File: config.mk
export PLATFORM = sky130hd
export DESIGN_NAME = dsp_pipe_ctrl
export DESIGN_NICKNAME = d
export VERILOG_FILES = /design/src/rtl/dsp_pipe_ctrl.sv
export SDC_FILE = /design/constraint.sdc
export NUM_CORES = 1
export LEC_CHECK = 0
export ABC_AREA = 1
export BUFFER_PORTS_ARGS = -buffer_cell sky130_fd_sc_hd__buf_2
export CORE_UTILIZATION = 45
export CTS_CLUSTER_SIZE = 12
export DETAILED_ROUTE_END_ITERATION = 16
export PLACE_DENSITY_LB_ADDON = 0.1
export SKIP_LAST_GASP = 1
export SYNTH_ARGS = -nofsm -noshare
export SYNTH_HDL_FRONTEND = slang
export SYNTH_SLANG_ARGS = --single-unit
export TNS_END_PERCENT = 30
File: constraint.sdc
create_clock -name clk -period 4.9 [get_ports clk]
set_clock_uncertainty 0.05 [all_clocks]
set_input_delay 0.245 -clock clk [delete_from_list [all_inputs] [get_ports clk]]
set_output_delay 0.245 -clock clk [all_outputs]
set_load 0.1 [all_outputs]
File: src/rtl/dsp_pipe_ctrl.sv
// CE / sync-reset controller for the DSP48A1 pipeline stage registers.
// Tracks per-stage valid bits with a valid/ready handshake, flush and drain.
module dsp_pipe_ctrl #(
    parameter int                    NUM_STAGES   = 4,
    parameter logic [NUM_STAGES-1:0] STAGE_EN     = '1,
    parameter int                    FLUSH_CYCLES = 2
) (
    input  logic                              clk,
    input  logic                              rst_n,
    input  logic                              in_valid,
    output logic                              in_ready,
    output logic                              out_valid,
    input  logic                              out_ready,
    input  logic                              flush,
    input  logic                              drain,
    output logic                              drain_done,
    output logic [NUM_STAGES-1:0]             stage_ce,
    output logic [NUM_STAGES-1:0]             stage_rst,
    output logic [$clog2(NUM_STAGES+1)-1:0]   occupancy,
    output logic                              busy
);

    function automatic int en_below(input int unsigned upto);
        int n;
        n = 0;
        for (int unsigned i = 0; i < upto; i++) begin
            if (STAGE_EN[i]) n++;
        end
        return n;
    endfunction

    localparam int L  = en_below(NUM_STAGES);
    localparam int VW = (L > 0) ? L : 1;
    localparam int OW = $clog2(NUM_STAGES + 1);
    localparam int CW = (FLUSH_CYCLES > 1) ? $clog2(FLUSH_CYCLES) : 1;
    localparam logic [CW-1:0] CNT_LOAD = CW'(FLUSH_CYCLES - 1);

    typedef enum logic [1:0] {S_FLUSH, S_IDLE, S_RUN, S_DRAIN} state_t;

    state_t          state, state_nx;
    logic [CW-1:0]   cnt, cnt_nx;
    logic [VW-1:0]   v, v_nx, adv;
    logic [OW-1:0]   occ_nx;
    logic            armed;
    logic            idle_or_run, drain_go, accept_ok;

    always_ff @(posedge clk or negedge rst_n) begin
        if (!rst_n) begin
            state     <= S_FLUSH;
            cnt       <= CNT_LOAD;
            v         <= '0;
            occupancy <= '0;
            armed     <= 1'b1;
        end else begin
            state     <= state_nx;
            cnt       <= cnt_nx;
            v         <= v_nx;
            occupancy <= occ_nx;
            if (drain_go)
                armed <= 1'b0;
            else if (!drain)
                armed <= 1'b1;
        end
    end

    always_comb begin
        logic nxt;
        logic carry;
        adv      = '0;
        v_nx     = '0;
        occ_nx   = '0;
        state_nx = state;
        cnt_nx   = cnt;

        idle_or_run = (state == S_IDLE) || (state == S_RUN);
        drain_go    = idle_or_run && drain && armed && !flush;
        accept_ok   = idle_or_run && !flush && !(drain && armed);

        // Advance chain walks from the output back towards the input.
        nxt = out_ready;
        for (int unsigned j = 0; j < L; j++) begin
            adv[L-1-j] = ~v[L-1-j] | nxt;
            nxt        = adv[L-1-j];
        end

        if (L == 0) begin
            in_ready  = accept_ok & out_ready;
            out_valid = accept_ok & in_valid;
        end else begin
            in_ready  = accept_ok & adv[0];
            out_valid = v[VW-1];
        end

        carry = in_valid & in_ready;
        for (int unsigned k = 0; k < L; k++) begin
            v_nx[k] = adv[k] ? carry : v[k];
            carry   = v[k];
        end
        if (flush || state == S_FLUSH)
            v_nx = '0;

        for (int unsigned k = 0; k < L; k++)
            occ_nx = occ_nx + OW'(v_nx[k]);

        unique case (state)
            S_FLUSH: begin
                if (cnt == '0)
                    state_nx = S_IDLE;
                else
                    cnt_nx = cnt - CW'(1);
            end
            S_IDLE, S_RUN: begin
                if (drain_go)
                    state_nx = S_DRAIN;
                else
                    state_nx = (v_nx != '0) ? S_RUN : S_IDLE;
            end
            S_DRAIN: begin
                if (v == '0)
                    state_nx = S_IDLE;
            end
            default: state_nx = S_FLUSH;
        endcase

        if (flush) begin
            state_nx = S_FLUSH;
            cnt_nx   = CNT_LOAD;
        end

        drain_done = (state == S_DRAIN) && !flush && (v == '0);
        busy       = (state != S_IDLE);
    end

    for (genvar i = 0; i < NUM_STAGES; i++) begin : g_slot
        if (STAGE_EN[i]) begin : g_reg
            localparam int R = en_below(i);
            assign stage_ce[i]  = (state != S_FLUSH) & adv[R];
            assign stage_rst[i] = (state == S_FLUSH);
        end else begin : g_byp
            assign stage_ce[i]  = 1'b1;
            assign stage_rst[i] = 1'b0;
        end
    end

endmodule

==> out/summary.md <==
The run finished with clean final reports. The required time at the endpoint of the critical path came out at 5.00 ns. The routed wirelength normalized by instance count is 9.78 um. The top cell type by total area after synthesis was dfrtp_1.

The synthesized netlist cell count came out at 86. Endpoint kind of the worst setup timing path: a flop. The run gives 2.52 ns as the critical path arrival.

The tools report the category of the worst setup path launch point as a flop. Registers are responsible for 34.3% of the overall power. The run gives 0 as the max capacitance violation total. The worst hold-check path type was in2reg.

The synthesized design contains 11 register bits. The tools report the number of clock sinks as 11. Buffers placed on the I/O ports in this run total 20.

TritonCTS built the clock tree. For the worst-skew pair, the clock arrives at the later sink with an insertion delay of 0.26 ns. The logs give 805 um^2 for the final instance area and 1200 um for the total wire length.

Grouping stages by cell kind, the critical path spends the most delay in adder cells. The synthesized-area fraction occupied by ao, oa, aoi and oai cells works out to 3.17%. Ranked by total cell area, the synthesized netlist is headed by dfrtp_1, nand2_1, ha_1, inv_1, dfstp_2. Slew at the pin closest to its max-slew limit: 0.470 ns. The critical path goes through inv_1 > ha_1 > inv_1 > nor2_1 > nand3_1 > nand2_1 > nand2_1 > fa_1 > inv_1 > ha_1 > ha_1.

The HPWL after detailed placement is 932 um. The proportion of netlist area held by the largest area contributor was 33.5%; the sum of buffers and inverters on the critical path was 3. The initial utilization of the core area, before any placement, comes to 49.8%.

For the hold violation count in the final report, the log shows 0. The horizontal die dimension came out at 40.6 um. During I/O placement, the number of pins put on the boundary was 21. Of the post-synthesis cell area, the part taken by muxes is 0%. For the internal power summed over all cells, the log shows 0.145 mW. Global routing used 18.2% of the available tracks across all layers. The fraction of final layout cells with drive strength greater than 1 is 27.8%.

After synthesis the cells add up to 672 um^2. The critical path is of the reg2reg type. The path depth of the worst reg2reg path works out to 11. The die covers 1650 um^2. Measured on the finished design, the core utilization comes to 59.6%. The via count normalized by instance count is 4.53, and the detailed-router iteration count before antenna repair is 4. Of the synthesized area, sequential elements account for 41.3%. No sink is reached through more buffers than the 2 on the longest clock path. Synthesis produced a netlist with a net count of 99. The antenna diode count is 0, and the average size of a mapped cell is 7.81 um^2. From bottom edge to top edge, the die measures 40.6 um. The power density over cell area came out at 357 nW/um^2. Summed over all layers, the global routing overflow is 0.

Count of fill cells added during filler insertion: 143. The tools report the cell at the root of the clock tree as clkbuf_4. For this run, the slowest stage of the critical path takes 0.55 ns.

The number of distinct library cell variants in the gate-level netlist after synthesis was 17; the number of antenna violations at the first check in global routing was 0. By area, the combinational part of the netlist is dominated by simple AND/OR/NAND/NOR gates. The tools report the worst hold path startpoint as drain.

The worst path needs 2.41 ns of the cycle, external delays included. In this run, the clock network consumes 21.4% of the power. After floorplanning, the core was sized to cover 1350 um^2. The total cell area at the placement stage is 768 um^2. The max-slew headroom at the worst pin was 68.3%. For this run, design rule violations remaining after detail routing come to 0. The via count of the first global-routing pass was 433; the vias after detailed routing was 557.

The area growth from synthesis to final layout was 19.7%. The number of gates on the worst path with buffers counted works out to 11. The logs give 0 for the total count of max-transition violations in the final report and 0 for the number of synthesis warnings. The run gives 0 as the post-detailed-route count of antenna-violating nets. Cell depth of the worst min-delay path: 2. The slowest cell on the critical path is fa_1. Summing the areas of all xor and xnor instances in the mapped netlist gives 0% of the synthesized area. Registers take 278 um^2.

Setup violations remaining at the end of the flow were counted as 0. The combinational power share was 44.3%; the number of buffers created by CTS was 3. The tools report the pin count of the biggest net entering global routing as 12. In this run the static leakage power is 0.536 nW. Timing would allow up to 414 MHz. Row generation in the floorplan step produced 13 rows. For this design the total switching power over the nets is 0.142 mW. Of the available clock period, the critical path in the final layout requires 49.3%.

Summing the areas of all fa, ha and maj instances in the mapped netlist gives 14.2% of the synthesized area. The simple-gate area share of the yosys netlist is 26.8%. The tools report the combined area of the multi-input logic cells as 297 um^2. In this run the critical register-to-register path is launched from state[0]. Setup repair after global routing left no endpoint under its margin.

Along the worst path, the maximum fanout reaches 4. The leading cell type in the layout, fill and taps excluded is nand2_1. Summed over all failing endpoints, the final setup total negative slack is 0 ns. IR analysis of the VDD net gives a maximum drop of 0.000157 V. The tools report the global-route wire length before repair as 1820 um. In the layout the commonest cells are nand2_1, inv_1, buf_2. For this block, the initial DRC count from the detailed router was 7.

The tools report the weighted congestion at the end of routability-driven global placement as 0.818. Clock input transition at the sequential cells of the worst setup and hold paths: 0.07 ns. The tools report the launch point of the critical path as state[0]. The switching part of the total power works out to 49.3%. The net total in the final layout came out at 122.

The run gives 1 as the number of levels the H-tree was split into.
per-stage QoR:
| stage | setup WS (ns) | power [mW] | hold slack [ns] | instances |
|---|---|---|---|---|
| floorplan | 1.51 | 0.214 | -0.101 | 86 |
| global placement | 2.53 | 0.226 | 0.0816 | 118 |
| detailed placement | 2.47 | 0.227 | 0.0808 | 118 |
| CTS | 2.46 | 0.291 | 0.0861 | 123 |
| global route | 2.31 | 0.303 | 0.100 | 123 |
| finish | 2.49 | 0.287 | 0.0960 | 123 |
cell families after synthesis:
| family | count (synthesis) |
|---|---|
| and+or+nand+nor | 41 |
| AOI/OAI and AO/OA | 4 |
| buffers and inverters | 23 |
| adders and majority gates | 7 |
| DFF | 11 |
Yosys cell counts:
cell type  number
buf_4           3
nand2_2         2
nand3_2         1
nor2_2          2
nand2_1        22
dfrtp_1         9
a21oi_1         1
o21ai_0         2
ha_1            6
nand4_1         1
nand3_1         5
fa_1            1
inv_1          20
a31oi_1         1
dfstp_2         2
nor2_1          7
nor3_1          1
sequential cells by signal (all words and copies together) (netlist names):
register	count
cnt	1
state	2
v	4
occupancy	3
armed	1
area by class of cell:
cell class / instances / share of cell area (%)
clock buffer: 4 / 3.27
inverter: 20 / 9.33
multi-input combinational: 52 / 36.9
sequential: 11 / 34.5
tap: 15 / 2.33
timing repair buffer: 21 / 13.7
repair_timing:
action | 4_1_cts | 5_1_grt
hold endpoints to repair | 9 | 0
endpoints found under the setup margin | 0 | 0
hold buffers | 1 | 0
buffers inserted | 0 | 0
resized for setup | 0 | 0
power by group through the flow:
stage	sequential (mW)	combinational, mW	clock (mW)
floorplan	0.101	0.112	0
global placement	0.0998	0.127	0
detailed placement	0.100	0.127	0
CTS	0.0983	0.128	0.0649
global route	0.0987	0.135	0.0695
finish	0.0983	0.127	0.0615
worst paths after layout:
path                                 to  slack [ns]
max in group asynchronous         armed        4.21
hold reg to reg                     cnt        0.41
hold / removal                    armed         0.1
min in group asynchronous          v[3]        0.32
setup reg to reg           occupancy[1]        2.49
setup / recovery           occupancy[1]        2.49
layer usage:
metal | part of all wire, % | vias up | global-route usage (%)
li1 | - | 299 | -
met1 | 49 | 237 | 21.8
met2 | 44 | 19 | 28.2
met3 | 6.6 | 2 | 8.15
met4 | 1.2 | 0 | 7.50
met5 | 0 | - | 0
Power figures use the tool's default switching activity.
